$ cat src/rtl/spi_slave_mode.sv
// -----------------------------------------------------------------------------
// spi_slave_mode
//
// This module is an SPI slave for the SoC host link. It supports a configurable
// word width and all four CPOL/CPHA modes. The mode is latched at the start of
// each frame. The module has a one-word TX holding buffer with underrun
// detection, and it emits frame start, end and error strobes. Everything runs
// on clk_i. The SPI pins are oversampled through synchroniser chains.
//
// Configuration macro: SPI_SLAVE_LSB_FIRST_EN
//   defined   - words travel LSB-first on MOSI and MISO
//   undefined - words travel MSB-first (default)
//
// Ports
//   clk_i, rst_i      system clock, synchronous active-high reset
//   spi_mode_i        {CPOL, CPHA}, sampled when CS_n falls
//   spi_sclk_i        SPI pin, asynchronous
//   spi_mosi_i        SPI pin, asynchronous
//   spi_cs_n_i        SPI pin, asynchronous
//   spi_miso_o        serial data out
//   spi_miso_oe_o     output enable, high while the frame is active
//   tx_data_i/tx_vld_i/tx_rdy_o   word hand-over into the TX holding buffer
//   rx_data_o/rx_vld_o            last received word, with a one-cycle pulse
//   frame_start_o, frame_end_o, frame_err_o, tx_underrun_o   one-cycle strobes
// -----------------------------------------------------------------------------
module spi_slave_mode #(
    parameter int                    DATA_WIDTH  = 8,
    parameter int                    SYNC_STAGES = 2,
    parameter logic [DATA_WIDTH-1:0] TX_IDLE     = '0
) (
    input  logic                  clk_i,
    input  logic                  rst_i,
    input  logic [1:0]            spi_mode_i,
    input  logic                  spi_sclk_i,
    input  logic                  spi_mosi_i,
    input  logic                  spi_cs_n_i,
    output logic                  spi_miso_o,
    output logic                  spi_miso_oe_o,
    input  logic [DATA_WIDTH-1:0] tx_data_i,
    input  logic                  tx_vld_i,
    output logic                  tx_rdy_o,
    output logic [DATA_WIDTH-1:0] rx_data_o,
    output logic                  rx_vld_o,
    output logic                  frame_start_o,
    output logic                  frame_end_o,
    output logic                  frame_err_o,
    output logic                  tx_underrun_o
);

    localparam int              CNT_W    = $clog2(DATA_WIDTH);
    localparam logic [CNT_W-1:0] CNT_LAST = CNT_W'(DATA_WIDTH - 1);

    logic [SYNC_STAGES-1:0] sclk_sync_q, sclk_sync_d;
    logic [SYNC_STAGES-1:0] mosi_sync_q, mosi_sync_d;
    logic [SYNC_STAGES-1:0] cs_n_sync_q, cs_n_sync_d;
    logic                   sclk_prev_q, sclk_prev_d;
    logic                   cs_n_prev_q, cs_n_prev_d;
    logic [1:0]             mode_q, mode_d;
    logic [CNT_W-1:0]       bit_cnt_q, bit_cnt_d;
    logic [DATA_WIDTH-1:0]  rx_shift_q, rx_shift_d;
    logic [DATA_WIDTH-1:0]  tx_shift_q, tx_shift_d;
    logic [DATA_WIDTH-1:0]  tx_buf_q, tx_buf_d;
    logic                   tx_buf_full_q, tx_buf_full_d;
    logic [DATA_WIDTH-1:0]  rx_data_q, rx_data_d;
    logic                   rx_vld_q, rx_vld_d;
    logic                   frame_start_q, frame_start_d;
    logic                   frame_end_q, frame_end_d;
    logic                   frame_err_q, frame_err_d;
    logic                   tx_underrun_q, tx_underrun_d;

    logic sclk_s, mosi_s, cs_n_s;
    logic cs_fall, cs_rise, sclk_rise, sclk_fall;
    logic lead_edge, trail_edge, sample_edge, shift_edge;
    logic load_req, tx_accept;

    always_comb begin
        sclk_sync_d = {sclk_sync_q[SYNC_STAGES-2:0], spi_sclk_i};
        mosi_sync_d = {mosi_sync_q[SYNC_STAGES-2:0], spi_mosi_i};
        cs_n_sync_d = {cs_n_sync_q[SYNC_STAGES-2:0], spi_cs_n_i};
        sclk_s      = sclk_sync_q[SYNC_STAGES-1];
        mosi_s      = mosi_sync_q[SYNC_STAGES-1];
        cs_n_s      = cs_n_sync_q[SYNC_STAGES-1];
        sclk_prev_d = sclk_s;
        cs_n_prev_d = cs_n_s;

        cs_fall    = cs_n_prev_q & ~cs_n_s;
        cs_rise    = ~cs_n_prev_q & cs_n_s;
        sclk_rise  = ~sclk_prev_q & sclk_s;
        sclk_fall  = sclk_prev_q & ~sclk_s;
        lead_edge  = mode_q[1] ? sclk_fall : sclk_rise;
        trail_edge = mode_q[1] ? sclk_rise : sclk_fall;
        // On the CS_n falling edge, mode_q still holds the previous frame's
        // mode. Any SCLK edge in that cycle is therefore not trusted.
        sample_edge = ~cs_n_s & ~cs_fall & (mode_q[0] ? trail_edge : lead_edge);
        shift_edge  = ~cs_n_s & ~cs_fall & (mode_q[0] ? lead_edge : trail_edge);
        // In CPHA=0 the first bit must be on MISO before the first SCLK edge.
        // The word is therefore loaded at frame start. Otherwise every word is
        // loaded on the first shift edge of that word.
        load_req  = (cs_fall & ~spi_mode_i[0]) | (shift_edge & (bit_cnt_q == '0));
        tx_accept = tx_vld_i & ~tx_buf_full_q;

        mode_d        = mode_q;
        bit_cnt_d     = bit_cnt_q;
        rx_shift_d    = rx_shift_q;
        tx_shift_d    = tx_shift_q;
        tx_buf_d      = tx_buf_q;
        tx_buf_full_d = tx_buf_full_q;
        rx_data_d     = rx_data_q;
        rx_vld_d      = 1'b0;
        frame_start_d = 1'b0;
        frame_end_d   = 1'b0;
        frame_err_d   = 1'b0;
        tx_underrun_d = 1'b0;

        if (cs_fall) begin
            mode_d        = spi_mode_i;
            bit_cnt_d     = '0;
            frame_start_d = 1'b1;
        end

        if (sample_edge) begin
`ifdef SPI_SLAVE_LSB_FIRST_EN
            rx_shift_d = {mosi_s, rx_shift_q[DATA_WIDTH-1:1]};
`else
            rx_shift_d = {rx_shift_q[DATA_WIDTH-2:0], mosi_s};
`endif
            if (bit_cnt_q == CNT_LAST) begin
                bit_cnt_d = '0;
                rx_data_d = rx_shift_d;
                rx_vld_d  = 1'b1;
            end else begin
                bit_cnt_d = bit_cnt_q + 1'b1;
            end
        end

        if (shift_edge && (bit_cnt_q != '0)) begin
`ifdef SPI_SLAVE_LSB_FIRST_EN
            tx_shift_d = {1'b0, tx_shift_q[DATA_WIDTH-1:1]};
`else
            tx_shift_d = {tx_shift_q[DATA_WIDTH-2:0], 1'b0};
`endif
        end

        if (load_req) begin
            if (tx_buf_full_q) begin
                tx_shift_d    = tx_buf_q;
                tx_buf_full_d = 1'b0;
            end else begin
                tx_shift_d    = TX_IDLE;
                tx_underrun_d = 1'b1;
            end
        end

        // Acceptance needs an empty buffer, so it never collides with a load
        // from a full buffer. An empty-buffer load (underrun) may still accept.
        if (tx_accept) begin
            tx_buf_d      = tx_data_i;
            tx_buf_full_d = 1'b1;
        end

        if (cs_rise) begin
            frame_end_d = 1'b1;
            frame_err_d = (bit_cnt_q != '0);
            bit_cnt_d   = '0;
            tx_shift_d  = '0;
        end
    end

    always_ff @(posedge clk_i) begin
        if (rst_i) begin
            sclk_sync_q   <= '0;
            mosi_sync_q   <= '0;
            cs_n_sync_q   <= '1;
            sclk_prev_q   <= 1'b0;
            cs_n_prev_q   <= 1'b1;
            mode_q        <= 2'b00;
            bit_cnt_q     <= '0;
            rx_shift_q    <= '0;
            tx_shift_q    <= '0;
            tx_buf_q      <= '0;
            tx_buf_full_q <= 1'b0;
            rx_data_q     <= '0;
            rx_vld_q      <= 1'b0;
            frame_start_q <= 1'b0;
            frame_end_q   <= 1'b0;
            frame_err_q   <= 1'b0;
            tx_underrun_q <= 1'b0;
        end else begin
            sclk_sync_q   <= sclk_sync_d;
            mosi_sync_q   <= mosi_sync_d;
            cs_n_sync_q   <= cs_n_sync_d;
            sclk_prev_q   <= sclk_prev_d;
            cs_n_prev_q   <= cs_n_prev_d;
            mode_q        <= mode_d;
            bit_cnt_q     <= bit_cnt_d;
            rx_shift_q    <= rx_shift_d;
            tx_shift_q    <= tx_shift_d;
            tx_buf_q      <= tx_buf_d;
            tx_buf_full_q <= tx_buf_full_d;
            rx_data_q     <= rx_data_d;
            rx_vld_q      <= rx_vld_d;
            frame_start_q <= frame_start_d;
            frame_end_q   <= frame_end_d;
            frame_err_q   <= frame_err_d;
            tx_underrun_q <= tx_underrun_d;
        end
    end

`ifdef SPI_SLAVE_LSB_FIRST_EN
    assign spi_miso_o = tx_shift_q[0];
`else
    assign spi_miso_o = tx_shift_q[DATA_WIDTH-1];
`endif
    assign spi_miso_oe_o = ~cs_n_sync_q[SYNC_STAGES-1];
    assign tx_rdy_o      = ~tx_buf_full_q;
    assign rx_data_o     = rx_data_q;
    assign rx_vld_o      = rx_vld_q;
    assign frame_start_o = frame_start_q;
    assign frame_end_o   = frame_end_q;
    assign frame_err_o   = frame_err_q;
    assign tx_underrun_o = tx_underrun_q;

endmodule

$ cat config.mk
export PLATFORM = sky130hd
export DESIGN_NAME = spi_slave_mode
export DESIGN_NICKNAME = d
export VERILOG_FILES = /design/src/rtl/spi_slave_mode.sv
export SDC_FILE = /design/constraint.sdc
export NUM_CORES = 1
export LEC_CHECK = 0
export BUFFER_PORTS_ARGS = -buffer_cell sky130_fd_sc_hd__buf_4
export CAP_MARGIN = 15
export CELL_PAD_IN_SITES_DETAIL_PLACEMENT = 1
export CELL_PAD_IN_SITES_GLOBAL_PLACEMENT = 2
export CORE_AREA = 2 2 107 68
export DETAILED_ROUTE_END_ITERATION = 6
export DIE_AREA = 0 0 109 70
export PLACE_DENSITY_LB_ADDON = 0.1
export SYNTH_ARGS = -nofsm -noshare
export SYNTH_HDL_FRONTEND = slang
export SYNTH_SLANG_ARGS = --single-unit
$ cat constraint.sdc
create_clock -name clk_i -period 1.7 [get_ports clk_i]
set_clock_uncertainty 0.2 [all_clocks]
set_input_delay 0.17 -clock clk_i [delete_from_list [all_inputs] [get_ports clk_i]]
set_output_delay 0.17 -clock clk_i [all_outputs]
set_load 0.02 [all_outputs]
Word-level counts from Yosys, hierarchy flattened
Index checks and enable logic that the tools add are counted.
Widths: inputs -> output; s select.
{"block": "classes", "add_sub_neg": 1, "n_eq_ne": 1, "muxes": 16, "n_bitwise": 21, "n_reduce_logical": 11}
{"cell": "$mux 8", "count": 3}
{"cell": "$and 1x1->1", "count": 10}
{"cell": "$mux 1", "count": 10}
{"cell": "$not 1->1", "count": 10}
{"cell": "$mux 3", "count": 3}
{"cell": "$reduce_or 2->1", "count": 4}
{"cell": "$reduce_bool 2->1", "count": 3}
{"cell": "$add 3x1->3 const B", "count": 1}
{"cell": "$eq 3x3->1 const B", "count": 1}
{"cell": "$logic_not 3->1", "count": 1}
{"cell": "$reduce_bool 3->1", "count": 1}
{"cell": "$reduce_and 2->1", "count": 1}
{"cell": "$logic_and 1x1->1", "count": 1}
{"cell": "$or 1x1->1", "count": 1}
{"block": "totals", "reg_bits": 50, "in_bits": 16, "out_inout_bits": 16, "elab_cells": 67}

Depth between registers and ports, before layout
{"block": "depth", "word_depth": 9, "ltp_mapped": 7, "ltp_nobuf": 6}

Least setup slack after synthesis
OpenSTA, ideal clock, no wires.
{"block": "synth_timing", "path_kind": "reg-to-reg", "startpoint": "register mode_q[0]", "endpoint": "register rx_shift_q[1]", "setup_ps": 128, "t_arrival_ps": 1513, "required_ps": 1372, "path_slack_ps": -140, "stages_incl_launch_ff": 6, "path_buffers": 1, "synth_period_minus_slack_ps": 1840, "cell_sequence": "dfxtp_1 xnor2_1 mux2i_1 buf_6 mux2i_1 nor2_1"}
{"block": "synth_between", "elab_chain_len": 2}
{"element": "from (decl)", "line_no": "58", "source": "logic [1:0] mode_q, mode_d;"}
{"element": "from (signal assigned)", "line_no": "194", "source": "mode_q <= mode_d;"}
{"element": "$mux 1", "line_no": "94", "source": "sample_edge = ~cs_n_s & ~cs_fall & (mode_q[0] ? trail_edge : lead_edge);"}
{"element": "$and 1x1->1", "line_no": "94"}
{"element": "to (signal assigned)", "line_no": "196", "source": "rx_shift_q <= rx_shift_d;"}
{"element": "to (decl)", "line_no": "60", "source": "logic [DATA_WIDTH-1:0] rx_shift_q, rx_shift_d;"}
Every way passes these cells.
A chain may end at the register's enable or synchronous reset.

Worst setup path in the final report
{"block": "layout_timing", "startpoint": "register sclk_sync_q[1]", "endpoint": "register tx_shift_q[0]"}
{"block": "layout_between", "elab_chain_len": 8, "word_cells_on_any_way": 12, "classes_between": "mux (4); bitwise (6); reduce/logical (2)"}
{"element": "from (decl)", "line_no": "53", "source": "logic [SYNC_STAGES-1:0] sclk_sync_q, sclk_sync_d;"}
{"element": "from (signal assigned)", "line_no": "189", "source": "sclk_sync_q <= sclk_sync_d;"}
{"element": "$not 1->1", "line_no": "89", "source": "sclk_fall = sclk_prev_q & ~sclk_s;"}
{"element": "$and 1x1->1", "line_no": "89"}
{"element": "$mux 1, on equally long branches", "line_no": "91, 90"}
{"element": "$mux 1 *", "line_no": "95", "source": "shift_edge = ~cs_n_s & ~cs_fall & (mode_q[0] ? lead_edge : trail_edge);"}
{"element": "$and 1x1->1 *", "line_no": "95"}
{"element": "$and 1x1->1", "line_no": "99", "source": "load_req = (cs_fall & ~spi_mode_i[0]) | (shift_edge & (bit_cnt_q == '0));"}
{"element": "$or 1x1->1", "line_no": "99"}
{"element": "$mux 8 / $reduce_bool 2->1 (equally long branches)"}
{"element": "to (signal assigned)", "line_no": "197", "source": "tx_shift_q <= tx_shift_d;"}
{"element": "to (decl)", "line_no": "61", "source": "logic [DATA_WIDTH-1:0] tx_shift_q, tx_shift_d;"}
Every way passes the cells marked *; elsewhere a longest branch is shown, timed or not.

==> metrics.txt <==
outcome=complete, but fails checks; failing checks=negative setup slack; H-Tree Depth=2; number of DRC markers in iteration 0=38; Rows=24; Tcrit/Tclk final=1.004; critical path required time=1.74 ns; crit-path max FO=3; largest net degree at the start of global routing=48; met2 global-route usage=0.1877; 1st-pass router iterations=4; Die Span Y=70 um; Max Transition Viols Final=0; element type at the critical path start=flop; Slowest cell on crit path=or4_1; clk sink count=50; initial antenna violation count=0; Power Density=834.8 mW/mm2; placed cells=343; TritonCTS clock tree=built; Max Buffers Root-to-Sink=2; Worst Path Buf+Inv=1; Post-Route WL=4.884 mm; clock latency on the worst-skew pair=about 0.30 ns; Final Hold Vio Count=0; Area contributors post-synth=dfxtp_1, mux2i_1, nand2b_1; WL/cell=approximately 13 um; total core area=roughly 0.0068 mm2; Clock Tree Root=clkbuf_8; Static Leakage=1.241 nW; Post-synth ARST share=0; detailed placement HPWL=3.533 mm; R2R Setup Slk=-0.006 ns; initial core utilization=0.2944; Tot GR Track Use=0.1383; syn_area_per_cell=9.511 um2; Post-synth top cells=dfxtp_1, mux2i_1, nand2_1; Setup violations, final=1; Final Net Count=292; Top Family by Delay on Critical Path=simple AND/OR/NAND/NOR gates; area leader, netlist=dfxtp_1; CP max stage delay=0.46 ns; fin util=0.4297; P&R area growth vs syn=45.95%; Avg Vias per Cell=4.534; Post-Synthesis Cell Area=0.002007 mm2; I/O pin cnt=32; Yosys warnings=0; Worst IR Drop VDD=0.0004442 V; GRT Residual Overflow=0; Port Buffers=31; final instance area=0.002929 mm2; Seq/Total Area, Yosys=0.4988; Die Width=109 um; Hold Crit Depth=4; DRC viols=0; DP Area=0.002511 mm2; vias after detailed routing=1,655; vias in the first global route=about 1.7k; Max-Cap Viols=0; main flop type after synthesis=dfxtp_1; clock-pin slew on the worst setup and hold paths=around 0.09 ns; share of the synthesized area in the top cell type=0.4988; global-route wire length before repair=8.266 mm; flops & latches, synth=50; Distinct cells, synth=31; ant diodes=0; FMAX=586.1 MHz; EDFF count, synth=0; R2R depth=5; GR Util met1=0.2168; cell depth of the worst setup path=5; layout cells sized above 1=0.3248; fillers=772; Non-Filler Instances=365; CP arrival=1.75 ns; post-detailed-route count of antenna-violating nets=0; RSZ-0062 raised after global routing=true; Slew headroom=0.6679; CP endpoint kind=flop; setup tns final=-0.006186 ns; worst setup path class=flop to flop; GR peak layer=met1; setup slack after layout=-0.006186 ns; pre-CTS setup slack=-0.1031 ns; GRT met3 Usage=0.03361; worst hold path type=input port to flop; Post-Syn Nets=230; die area=0.007630 mm2; CTS Buf Count=5; critical path cell sequence=nor4b_4 -> buf_4 -> mux2i_2 -> or4_1 -> nand3_1; Min Clock Period, post-route=1.706 ns; slew of the pin with the lowest slew margin=0.4976 ns; Synth Instances=between 200 and 250; count leader, synth=dfxtp_1; gp weighted congestion=0.7079
report_power, final:
part	switching (mW)	leakage, nW	internal, mW
combinational	0.0933	0.762	0.115
clock	0.389	0.0714	0.627
sequential	0.0217	0.407	1.20
total	0.504	1.24	1.94
area by class of cell:
cell class,instances,area (um2),share of cell area
timing repair buffer,66,584.3,0.1995
clock inverter,2,60.06,0.02050
multi-input combinational,145,1059,0.3614
clock buffer,6,82.58,0.02819
inverter,5,18.77,0.006408
sequential,50,1011,0.3452
tap,91,113.9,0.03887
metrics by stage:
step | power (mW) | hold WS, ns
floorplan | 1.330 | 0.07381
global placement | 1.414 | 0.1612
detailed placement | 1.416 | 0.1710
CTS | 2.484 | 0.05191
global route | 2.555 | 0.05868
finish | 2.445 | 0.06469
kinds of logic (layout without fill, tap and decap cells):
group / after synthesis / count (layout) / synth area share
fa+ha+maj: 3 / 3 / 0.01871
mux: 22 / 22 / 0.1103
flops: 50 / 50 / 0.4988
simple gates: 85 / 85 / 0.2350
xor+xnor: 1 / 1 / 0.004365
buf+inv: 16 / 79 / 0.03366
compound gates: 34 / 34 / 0.09913
state kept, by name, summed over array words and instances (netlist names):
signal         count
tx_shift_q         8
tx_buf_q           8
mode_q             2
rx_shift_q         7
bit_cnt_q          3
frame_err_o        1
cs_n_sync_q        2
sclk_prev_q        1
tx_underrun_o      1
rx_data_o          8
cs_n_prev_q        1
tx_buf_full_q      1
frame_start_o      1
sclk_sync_q        2
frame_end_o        1
rx_vld_o           1
mosi_sync_q        2
cells in the final DEF, fill, tap and decap left out, types with 3 or more instances in the layout:
| cell | count |
|---|---|
| a21oi_1 | 17 |
| a31oi_1 | 7 |
| and3_1 | 7 |
| buf_12 | 3 |
| buf_4 | 45 |
| buf_6 | 5 |
| clkbuf_8 | 6 |
| dfxtp_1 | 46 |
| dlygate4sd3_1 | 13 |
| ha_1 | 3 |
| inv_1 | 5 |
| mux2i_1 | 19 |
| nand2_1 | 18 |
| nand2b_1 | 18 |
| nor2_1 | 13 |
| nor2b_1 | 6 |
| o31ai_2 | 6 |
| or2_2 | 3 |
layer usage:
metal | wire (um) | up-vias
li1 | - | 843
met1 | 2825 | 787
met2 | 1874 | 20
met3 | 150 | 5
met4 | 34 | 0
met5 | 0 | -
tightest hold or removal path: cells and delay by family:
kind / cells / cell delay (ns)
buffers and inverters: 2 / 0.20
and+or+nand+nor: 2 / 0.16
path summary, 6_finish.rpt:
| path | startpoint | end |
|---|---|---|
| setup / recovery | sclk_sync_q[1] | tx_shift_q[0] |
| setup reg to reg | sclk_sync_q[1] | tx_shift_q[0] |
| hold / removal | rst_i | bit_cnt_q[1] |
| hold reg to reg | cs_n_sync_q[0] | cs_n_sync_q[1] |
repair_timing:
item	in CTS	in global routing
buffers inserted	1	1
hold endpoints to repair	13	0
gates resized for setup	13	19
setup endpoints to repair	25	28
hold buffers	13	0
pin swaps	4	6
No activity file was read; power rests on OpenSTA's default activity.
